### src/rtl/mul_arb_pkg.sv
// Shared constants and tag type for the shared signed multiplier arbiter.
//   MUL_A_W/MUL_B_W/MUL_P_W : operand and truncated product widths
//   MUL_LAT                 : multiplier pipeline depth (stages 1..2)
//   tag_t                   : {valid, requester id} carried beside the operands
package mul_arb_pkg;

  localparam int unsigned MUL_A_W  = 6;
  localparam int unsigned MUL_B_W  = 16;
  localparam int unsigned MUL_P_W  = 21;
  localparam int unsigned MUL_LAT  = 2;
  localparam int unsigned FLIGHT_W = $clog2(MUL_LAT + 1);

  // Wide enough for the largest supported requester count (8).
  localparam int unsigned TAG_ID_W = 3;

  typedef struct packed {
    logic                valid;
    logic [TAG_ID_W-1:0] id;
  } tag_t;

endpackage

### src/rtl/mul_s6_s16_pipe.sv
// Two-stage signed 6x16 multiplier: registered operands, then registered
// product truncated to 21 bits. No reset; advances only when ce is high.
//   clk : clock
//   ce  : clock enable for both stages
//   a   : signed 6-bit operand
//   b   : signed 16-bit operand
//   p   : signed 21-bit product (two's-complement wrap)
module mul_s6_s16_pipe
  import mul_arb_pkg::*;
(
  input  logic                      clk,
  input  logic                      ce,
  input  logic signed [MUL_A_W-1:0] a,
  input  logic signed [MUL_B_W-1:0] b,
  output logic signed [MUL_P_W-1:0] p
);

  localparam int unsigned FULL_W = MUL_A_W + MUL_B_W;

  logic signed [MUL_A_W-1:0] r_a;
  logic signed [MUL_B_W-1:0] r_b;
  logic signed [MUL_P_W-1:0] r_p;
  logic signed [FULL_W-1:0]  w_a_ext;
  logic signed [FULL_W-1:0]  w_b_ext;
  logic signed [FULL_W-1:0]  w_full;

  // Sign-extend both operands to the full product width before multiplying.
  assign w_a_ext = FULL_W'(r_a);
  assign w_b_ext = FULL_W'(r_b);
  assign w_full  = w_a_ext * w_b_ext;

  always_ff @(posedge clk) begin
    if (ce) begin
      r_a <= a;
      r_b <= b;
      r_p <= MUL_P_W'(w_full);
    end
  end

  assign p = r_p;

endmodule

### src/rtl/mul_share_arb.sv
// Round-robin arbiter sharing one pipelined signed multiplier among NUM_REQ
// requesters; a tag pipeline returns the requester id with each product.
// Output backpressure freezes the whole pipeline through one clock enable.
//   clk, reset_n : clock, asynchronous active-low reset
//   req_valid    : per-requester operand valid
//   req_ready    : per-requester accept (one-hot or zero)
//   req_a, req_b : packed signed operands, requester i at slice i
//   res_valid    : result valid       res_ready : downstream accept
//   res_id       : issuing requester  res_data  : signed 21-bit product
//   in_flight    : valid operations held in stages 1..2
module mul_share_arb
  import mul_arb_pkg::*;
#(
  parameter int unsigned NUM_REQ = 4,
  parameter int unsigned ID_W    = 2
) (
  input  logic                         clk,
  input  logic                         reset_n,
  input  logic [NUM_REQ-1:0]           req_valid,
  output logic [NUM_REQ-1:0]           req_ready,
  input  logic [NUM_REQ*MUL_A_W-1:0]   req_a,
  input  logic [NUM_REQ*MUL_B_W-1:0]   req_b,
  output logic                         res_valid,
  input  logic                         res_ready,
  output logic [ID_W-1:0]              res_id,
  output logic signed [MUL_P_W-1:0]    res_data,
  output logic [FLIGHT_W-1:0]          in_flight
);

  tag_t                      r_s1;
  tag_t                      r_s2;
  logic [ID_W-1:0]           r_rr_ptr;
  logic [FLIGHT_W-1:0]       r_in_flight;

  logic                      w_ce;
  logic                      w_gnt_found;
  logic [ID_W-1:0]           w_gnt_id;
  logic [ID_W-1:0]           w_ptr_next;
  logic                      w_xfer;
  int unsigned               w_idx;
  logic signed [MUL_A_W-1:0] w_sel_a;
  logic signed [MUL_B_W-1:0] w_sel_b;

  // Pipeline advances unless a held result is being refused downstream.
  assign w_ce = ~(r_s2.valid & ~res_ready);

  // First valid requester at or after the round-robin pointer.
  always_comb begin
    w_gnt_found = 1'b0;
    w_gnt_id    = '0;
    w_idx       = '0;
    for (int unsigned k = 0; k < NUM_REQ; k++) begin
      w_idx = (32'(r_rr_ptr) + k) % NUM_REQ;
      if (!w_gnt_found && req_valid[ID_W'(w_idx)]) begin
        w_gnt_found = 1'b1;
        w_gnt_id    = ID_W'(w_idx);
      end
    end
  end

  // Reset gating keeps ready low while reset is asserted, even with requests up.
  assign req_ready = (w_gnt_found && w_ce && reset_n) ? (NUM_REQ'(1) << w_gnt_id) : '0;
  assign w_xfer    = w_gnt_found & w_ce;

  assign w_ptr_next = (w_gnt_id == ID_W'(NUM_REQ - 1)) ? '0 : w_gnt_id + ID_W'(1);

  assign w_sel_a = req_a[w_gnt_id*MUL_A_W +: MUL_A_W];
  assign w_sel_b = req_b[w_gnt_id*MUL_B_W +: MUL_B_W];

  // Tag/valid pipeline and round-robin pointer, frozen while stalled.
  always_ff @(posedge clk or negedge reset_n) begin
    if (!reset_n) begin
      r_s1        <= '0;
      r_s2        <= '0;
      r_rr_ptr    <= '0;
      r_in_flight <= '0;
    end else if (w_ce) begin
      r_s1        <= '{valid: w_xfer, id: TAG_ID_W'(w_gnt_id)};
      r_s2        <= r_s1;
      r_in_flight <= FLIGHT_W'(w_xfer) + FLIGHT_W'(r_s1.valid);
      if (w_xfer) begin
        r_rr_ptr <= w_ptr_next;
      end
    end
  end

  mul_s6_s16_pipe u_mul (
    .clk (clk),
    .ce  (w_ce),
    .a   (w_sel_a),
    .b   (w_sel_b),
    .p   (res_data)
  );

  assign res_valid = r_s2.valid;
  assign res_id    = ID_W'(r_s2.id);
  assign in_flight = r_in_flight;

endmodule

### config.mk
export PLATFORM = sky130hd
export DESIGN_NAME = mul_share_arb
export DESIGN_NICKNAME = d
export VERILOG_FILES = /design/src/rtl/mul_arb_pkg.sv /design/src/rtl/mul_s6_s16_pipe.sv /design/src/rtl/mul_share_arb.sv
export SDC_FILE = /design/constraint.sdc
export NUM_CORES = 1
export LEC_CHECK = 0
export ABC_AREA = 1
export CORE_MARGIN = 2
export CORE_UTILIZATION = 41
export DETAILED_ROUTE_END_ITERATION = 12
export GPL_TIMING_DRIVEN = 0
export PLACE_DENSITY = 0.67
export SYNTH_ARGS = -nofsm -noshare
export SYNTH_HDL_FRONTEND = slang
export SYNTH_SLANG_ARGS = --single-unit
### constraint.sdc
create_clock -name clk -period 10.1 [get_ports clk]
set_clock_uncertainty 0.05 [all_clocks]
set_input_delay 1.515 -clock clk [delete_from_list [all_inputs] [get_ports clk]]
set_output_delay 1.515 -clock clk [all_outputs]
set_load 0.01 [all_outputs]
[Word-level counts from Yosys, hierarchy flattened]
Index checks and enable logic that the tools add are counted.
Word-level totals
  flip-flop bits (word level): 53
  latch bits: 0
  bits in writable memories: 0
  bits in read-only memories: 0
  output and inout bits: 30
  word-level logic and storage cells: 55
  memories: 0
Operators by class
  add/sub/neg operators: 5
  multiply operators: 2
  divide/modulo/power cells: 0
  $lt $le $gt $ge: 4
  equal/unequal tests: 1
  shift-type cells: 3
  muxes and demuxes: 18
  bitwise gates (word level): 4
  reductions and logical operators: 9
Operator list (count)
  variable part select 64 x 7 -> 16 bit: 1
  variable part select 24 x 6 -> 6 bit: 1
  multiplier 6 x 16 -> 21 bit: 1
  < comparator 2 x 3 -> 1 bit (second input constant): 4
  two-way mux 2 bit: 5
  binary-select mux 1 bit (select 2 bit): 4
  two-way mux 1 bit: 8
  logical AND 1 bit: 5
  adder 2 x 1 -> 2 bit (second input constant): 2
  adder 2 bit (second input constant): 2
  multiplier 2 x 2 -> 4 bit (second input constant): 1
  two-way mux 4 bit: 1
  left shift 1 x 2 -> 4 bit (first input constant): 1
  logical NOT 1 bit: 3
  adder 1 x 1 -> 2 bit: 1
  bitwise AND 1 bit: 2
  equality test 2 bit (second input constant): 1
  NOT 1 bit: 2
  AND reduction 2 bit: 1

[Depth between registers and ports, before layout]
  depth in word-level cells: 15
  mapped depth: 20

[By module]
From an unflattened synthesis, not the netlist that was laid out.
Unflattened totals
  cell total of the unflattened synthesis: 864
  area, all modules: 6323.6 um^2
Modules (own cells, without submodules)
  mul_s6_s16_pipe: instances 1, cells an instance 519, area an instance 4618.2 um^2, sequential area each 1291.2 um^2
  mul_share_arb: instances 1, cells an instance 345, area an instance 1705.4 um^2, sequential area each 250.2 um^2

[Least setup slack after synthesis]
Ideal clock, no wire load.
  kind: reg2reg
  start point: reg u_mul.r_a[4]
  end point: reg u_mul.r_p[20] (netlist: u_mul.p[20]), data pin
  setup time: 252 ps
  data arrival time: 4319 ps
  data required time: 9798 ps
  path slack: 5479 ps
  cell stages (with the launch flop): 19
  path buffers: 2
  clock period less this slack: 4621 ps
  cells stage by stage: edfxtp_1 > clkbuf_1 > clkbuf_1 > nand2_1 > fa_1 > fa_1 > inv_1 > fa_1 > fa_1 > inv_1 > fa_1 > o21ai_0 > nand3_1 > nand2_1 > nand3_1 > nand2_1 > inv_1 > nand2_1 > nand2_1
On the way
  longest elaborated chain between the ends: 1
RTL lines
  start, declared: line mul_s6_s16_pipe.sv:20  | logic signed [MUL_A_W-1:0] r_a;
  start signal, assigned: line mul_s6_s16_pipe.sv:34  | r_a <= a;
  multiplier 6 x 16 -> 21 bit: line mul_s6_s16_pipe.sv:30  | assign w_full = w_a_ext * w_b_ext;
  named net u_mul.w_full[20]: line mul_s6_s16_pipe.sv:25  | logic signed [FULL_W-1:0] w_full;
  end signal, assigned: line mul_s6_s16_pipe.sv:36  | r_p <= MUL_P_W'(w_full);
  end, declared: line mul_s6_s16_pipe.sv:22  | logic signed [MUL_P_W-1:0] r_p;
The timed path passes the listed nets, and every way through them passes these cells.
A chain may end at the register's enable or synchronous reset.

[Final worst setup path]
  start point: in req_valid[1]
  end point: out req_ready[3]
On the way
  elaborated cells on any way between the ends: 26
  those cells by class: shift (1); mux (17); reduce/logical (8)
RTL lines
  start, declared: line mul_share_arb.sv:19  | input logic [NUM_REQ-1:0] req_valid,
  binary-select mux 1 bit (select 2 bit): line mul_share_arb.sv:54  | if (!w_gnt_found && req_valid[ID_W'(w_idx)]) begin
  two-way mux 1 bit (implied by the code): line mul_share_arb.sv:54
  two-way mux 1 bit: line mul_share_arb.sv:54
  logical NOT 1 bit: line mul_share_arb.sv:54
  logical AND 1 bit: line mul_share_arb.sv:54
  two-way mux 1 bit: line mul_share_arb.sv:54
  logical NOT 1 bit: line mul_share_arb.sv:54
  logical AND 1 bit: line mul_share_arb.sv:54
  two-way mux 1 bit: line mul_share_arb.sv:54
  logical NOT 1 bit: line mul_share_arb.sv:54
  logical AND 1 bit: line mul_share_arb.sv:54
  two-way mux 2 bit (*): line mul_share_arb.sv:54
  named net w_gnt_id[1]: line mul_share_arb.sv:37  | logic [ID_W-1:0] w_gnt_id;
  left shift 1 x 2 -> 4 bit (*): line mul_share_arb.sv:62  | assign req_ready = (w_gnt_found && w_ce && reset_n) ? (NUM_REQ'(1) << w_gnt_id) : '0;
  two-way mux 4 bit (*): line mul_share_arb.sv:62
  end, declared: line mul_share_arb.sv:20  | output logic [NUM_REQ-1:0] req_ready,
Mark *: on every way through the listed nets, which the timed path passes. The rest lies on a longest branch. The select of a mux whose other input is x is not followed.

==> impl_results.md <==
- Status: finished, final reports clean
- Hold Path Depth: 1
- Slew Limit Fails: 0
- Setup TNS: 0 ns
- Synth warnings: 0
- CORE AREA: 15100 um^2
- Worst Tran Pin Value: 0.718 ns
- End of the worst register-to-register path: u_mul.p[20]$_DFFE_PN_
- Synth area leaders: edfxtp_1, fa_1, nand2_1
- Tmin final: 5.64 ns
- Global-route wire length before repair: 25.1 mm
- Pre-antenna DRT Iters: 4
- Die width: about 130 um
- Port buffer count: around 120
- WS Path Type: primary input to output pin
- Final nets: between 1000 and 1500
- Gpl congestion: 0.873
- # clock sinks: 53
- Area Growth Syn to Fin: 26.2%
- Share of layout cells above drive strength 1: 4.28%
- Mapped Cells: 825
- Total wire length: around 15 mm
- Final hold vios: 0
- Vias: 5300
- Post-place setup slack: ~4.5 ns
- Final setup fails: 0
- Fmax: 0.177 GHz
- Commonest non-fill, non-tap cell in the layout: nand2_1
- Num CTS Buffers: 5
- Post-route DRC: 0
- Hold path startpoint: res_id[0]$_DFFE_PN0N_
- Finished Cell Area: 7960 um^2
- Most frequent cells in the layout: nand2_1, inv_1, clkdlybuf4s50_1
- Die Y: 128 um
- Post_cts resized: 0
- Routed Antenna Nets: 0
- Initial antenna violation count: 0
- Tot GR Track Use: 19.2%
- DP Area: just under 8000 um^2
- CTS tree: done
- MaxCap Viol Count: 0
- Multi-input logic area: between 3000 and 4000 um^2
- Worst path required time: roughly 8.5 ns
- Number of global-route vias before repair: about 5400
- Total gr overflow: 0
- Seq/Total Area, Yosys: between 20% and 30%
- H-Tree Depth: 2
- Initial core utilization: 41.7%
- Netlist cell types: 32
- FF-to-FF path depth: 18
- Worst slew margin: 52.2%
- CP Launch Type: primary input
- CP Capture Type: output pin
- Postcts setup bufs: 0
- Post-Syn Nets: about 1000
- Crit Path Max Fanout: 11
- Synth Register Bits: 53
- Die Area: 16400 um^2
- Initial drt markers: 220
- Final Cycle Share: 55.8%
- Class of the worst hold path: flip-flop to flip-flop
- Fillcell total: 1445
- Largest net degree at the start of global routing: 29
- Critical path arrival: 4.07 ns
- Root buf cell: clkbuf_16
- Hold-fix buffers, CTS: 0
- Placement Rows: 45
- Yosys top cell by area: edfxtp_1
- Final worst slack: 4.46 ns
- R2r setup slk: 4.89 ns
- Syn Std Cell Area: 6310 um^2
- Via-to-Cell Ratio: 4.62
- FF-to-FF Start: u_mul.r_a[4]$_DFFE_PN_
- Post-layout util: a little over half
- Clock transition at the registers of the reported paths: 0.08 ns
- Worst skew pair latency: 0.31 ns
- Hold path endpoint: res_id[0]$_DFFE_PN0N_
- RSZ-0062 raised after global routing: no
- Avg Inst Size Synth: between 7 and 8 um^2
- Storage cell area: 1540 um^2
- Number of primary I/O pins: 125
- Clock buffer depth: 2
- Area share of the largest cell type after synthesis: 20.5%
- Ant. Diodes: 0
- WL/cell: 12.9 um
- Post-detail-place hpwl: 12.2 mm
## synth_stat cells
| cell type | number |
|---|---|
| a31oi_1 | 1 |
| o211ai_1 | 1 |
| a21oi_1 | 17 |
| dfrtp_1 | 10 |
| nand3_2 | 1 |
| buf_1 | 1 |
| inv_2 | 3 |
| a221oi_1 | 1 |
| nand2_1 | 225 |
| xnor2_1 | 5 |
| nand2_4 | 1 |
| buf_4 | 1 |
| nand3b_1 | 24 |
| nor2_1 | 31 |
| buf_2 | 10 |
| ha_1 | 43 |
| clkbuf_1 | 15 |
| nor2_4 | 1 |
| a21o_1 | 4 |
| o21ai_1 | 2 |
| nor3_1 | 1 |
| inv_1 | 202 |
| mux2_2 | 4 |
| nand4_1 | 3 |
| nand2_2 | 5 |
| edfxtp_1 | 43 |
| o21ai_0 | 9 |
| fa_1 | 64 |
| buf_6 | 3 |
| xor2_1 | 12 |
| or2_2 | 2 |
| nand3_1 | 80 |
## flip-flops by register name, summed over array words and instances, names as in the netlist
register,flops
u_mul.p,21
u_mul.r_b,16
u_mul.r_a,6
r_s1,3
in_flight,2
r_rr_ptr,2
res_id,2
res_valid,1
## per-layer routing
metal / share of wire, % / GRT usage, % / vias to the layer above
met2: 48 / 33.5 / 125
met5: 0 / 0 / -
met3: 5.0 / 3.13 / 8
li1: - / - / 2755
met1: 46 / 24.8 / 2412
met4: 0.81 / 4.98 / 0
## kinds of logic after synthesis
group / synth area share (%)
simple gates: 26.0
fa+ha+maj: 28.8
buf+inv: 14.6
flops: 24.4
compound gates: 3.05
mux: 0.714
xor+xnor: 2.36
## worst max path at each step
stage,to,slack [ns],start
2_1_floorplan,u_mul.p[20]$_DFFE_PN_,5.48,u_mul.r_a[4]$_DFFE_PN_
3_3_place_gp,req_ready[2],4.46,req_valid[1]
3_5_place_dp,req_ready[3],4.46,req_valid[1]
4_1_cts,req_ready[3],4.45,req_valid[1]
5_1_grt,req_ready[3],4.25,req_valid[1]
6_report,req_ready[3],4.46,req_valid[1]
## worst max-delay path, stage by stage
cell and delay, ns:
clkdlybuf4s50_1 0.44, inv_1 0.08, nand2_1 0.06, nand3_1 0.12, nand2_2 0.09, nor2_4 0.15, nand3_2 0.11, nand3_1 0.10
nand2_2 0.12, inv_2 0.11, buf_2 0.26, ha_1 0.19, inv_1 0.05, nor2_1 0.10, clkdlybuf4s50_1 0.56
## cell type report
| class | instances | area share (%) |
|---|---|---|
| buffer | 30 | 1.92 |
| clock buffer | 6 | 1.74 |
| clock inverter | 2 | 0.220 |
| inverter | 205 | 9.66 |
| multi-input combinational | 537 | 48.3 |
| sequential | 53 | 19.4 |
| tap | 188 | 2.95 |
| timing repair buffer | 125 | 15.8 |
## through the flow
stage	std cells	hold slack [ns]
after floorplan	825	0.402
after global routing	1146	0.490
final	1146	0.461
after CTS	1146	0.463
after detailed placement	1138	0.445
after global placement	1137	0.426
Power is left out: the tool's default activity adds up to more than one toggle a clock period on the data nets, which glitch-free logic cannot reach.
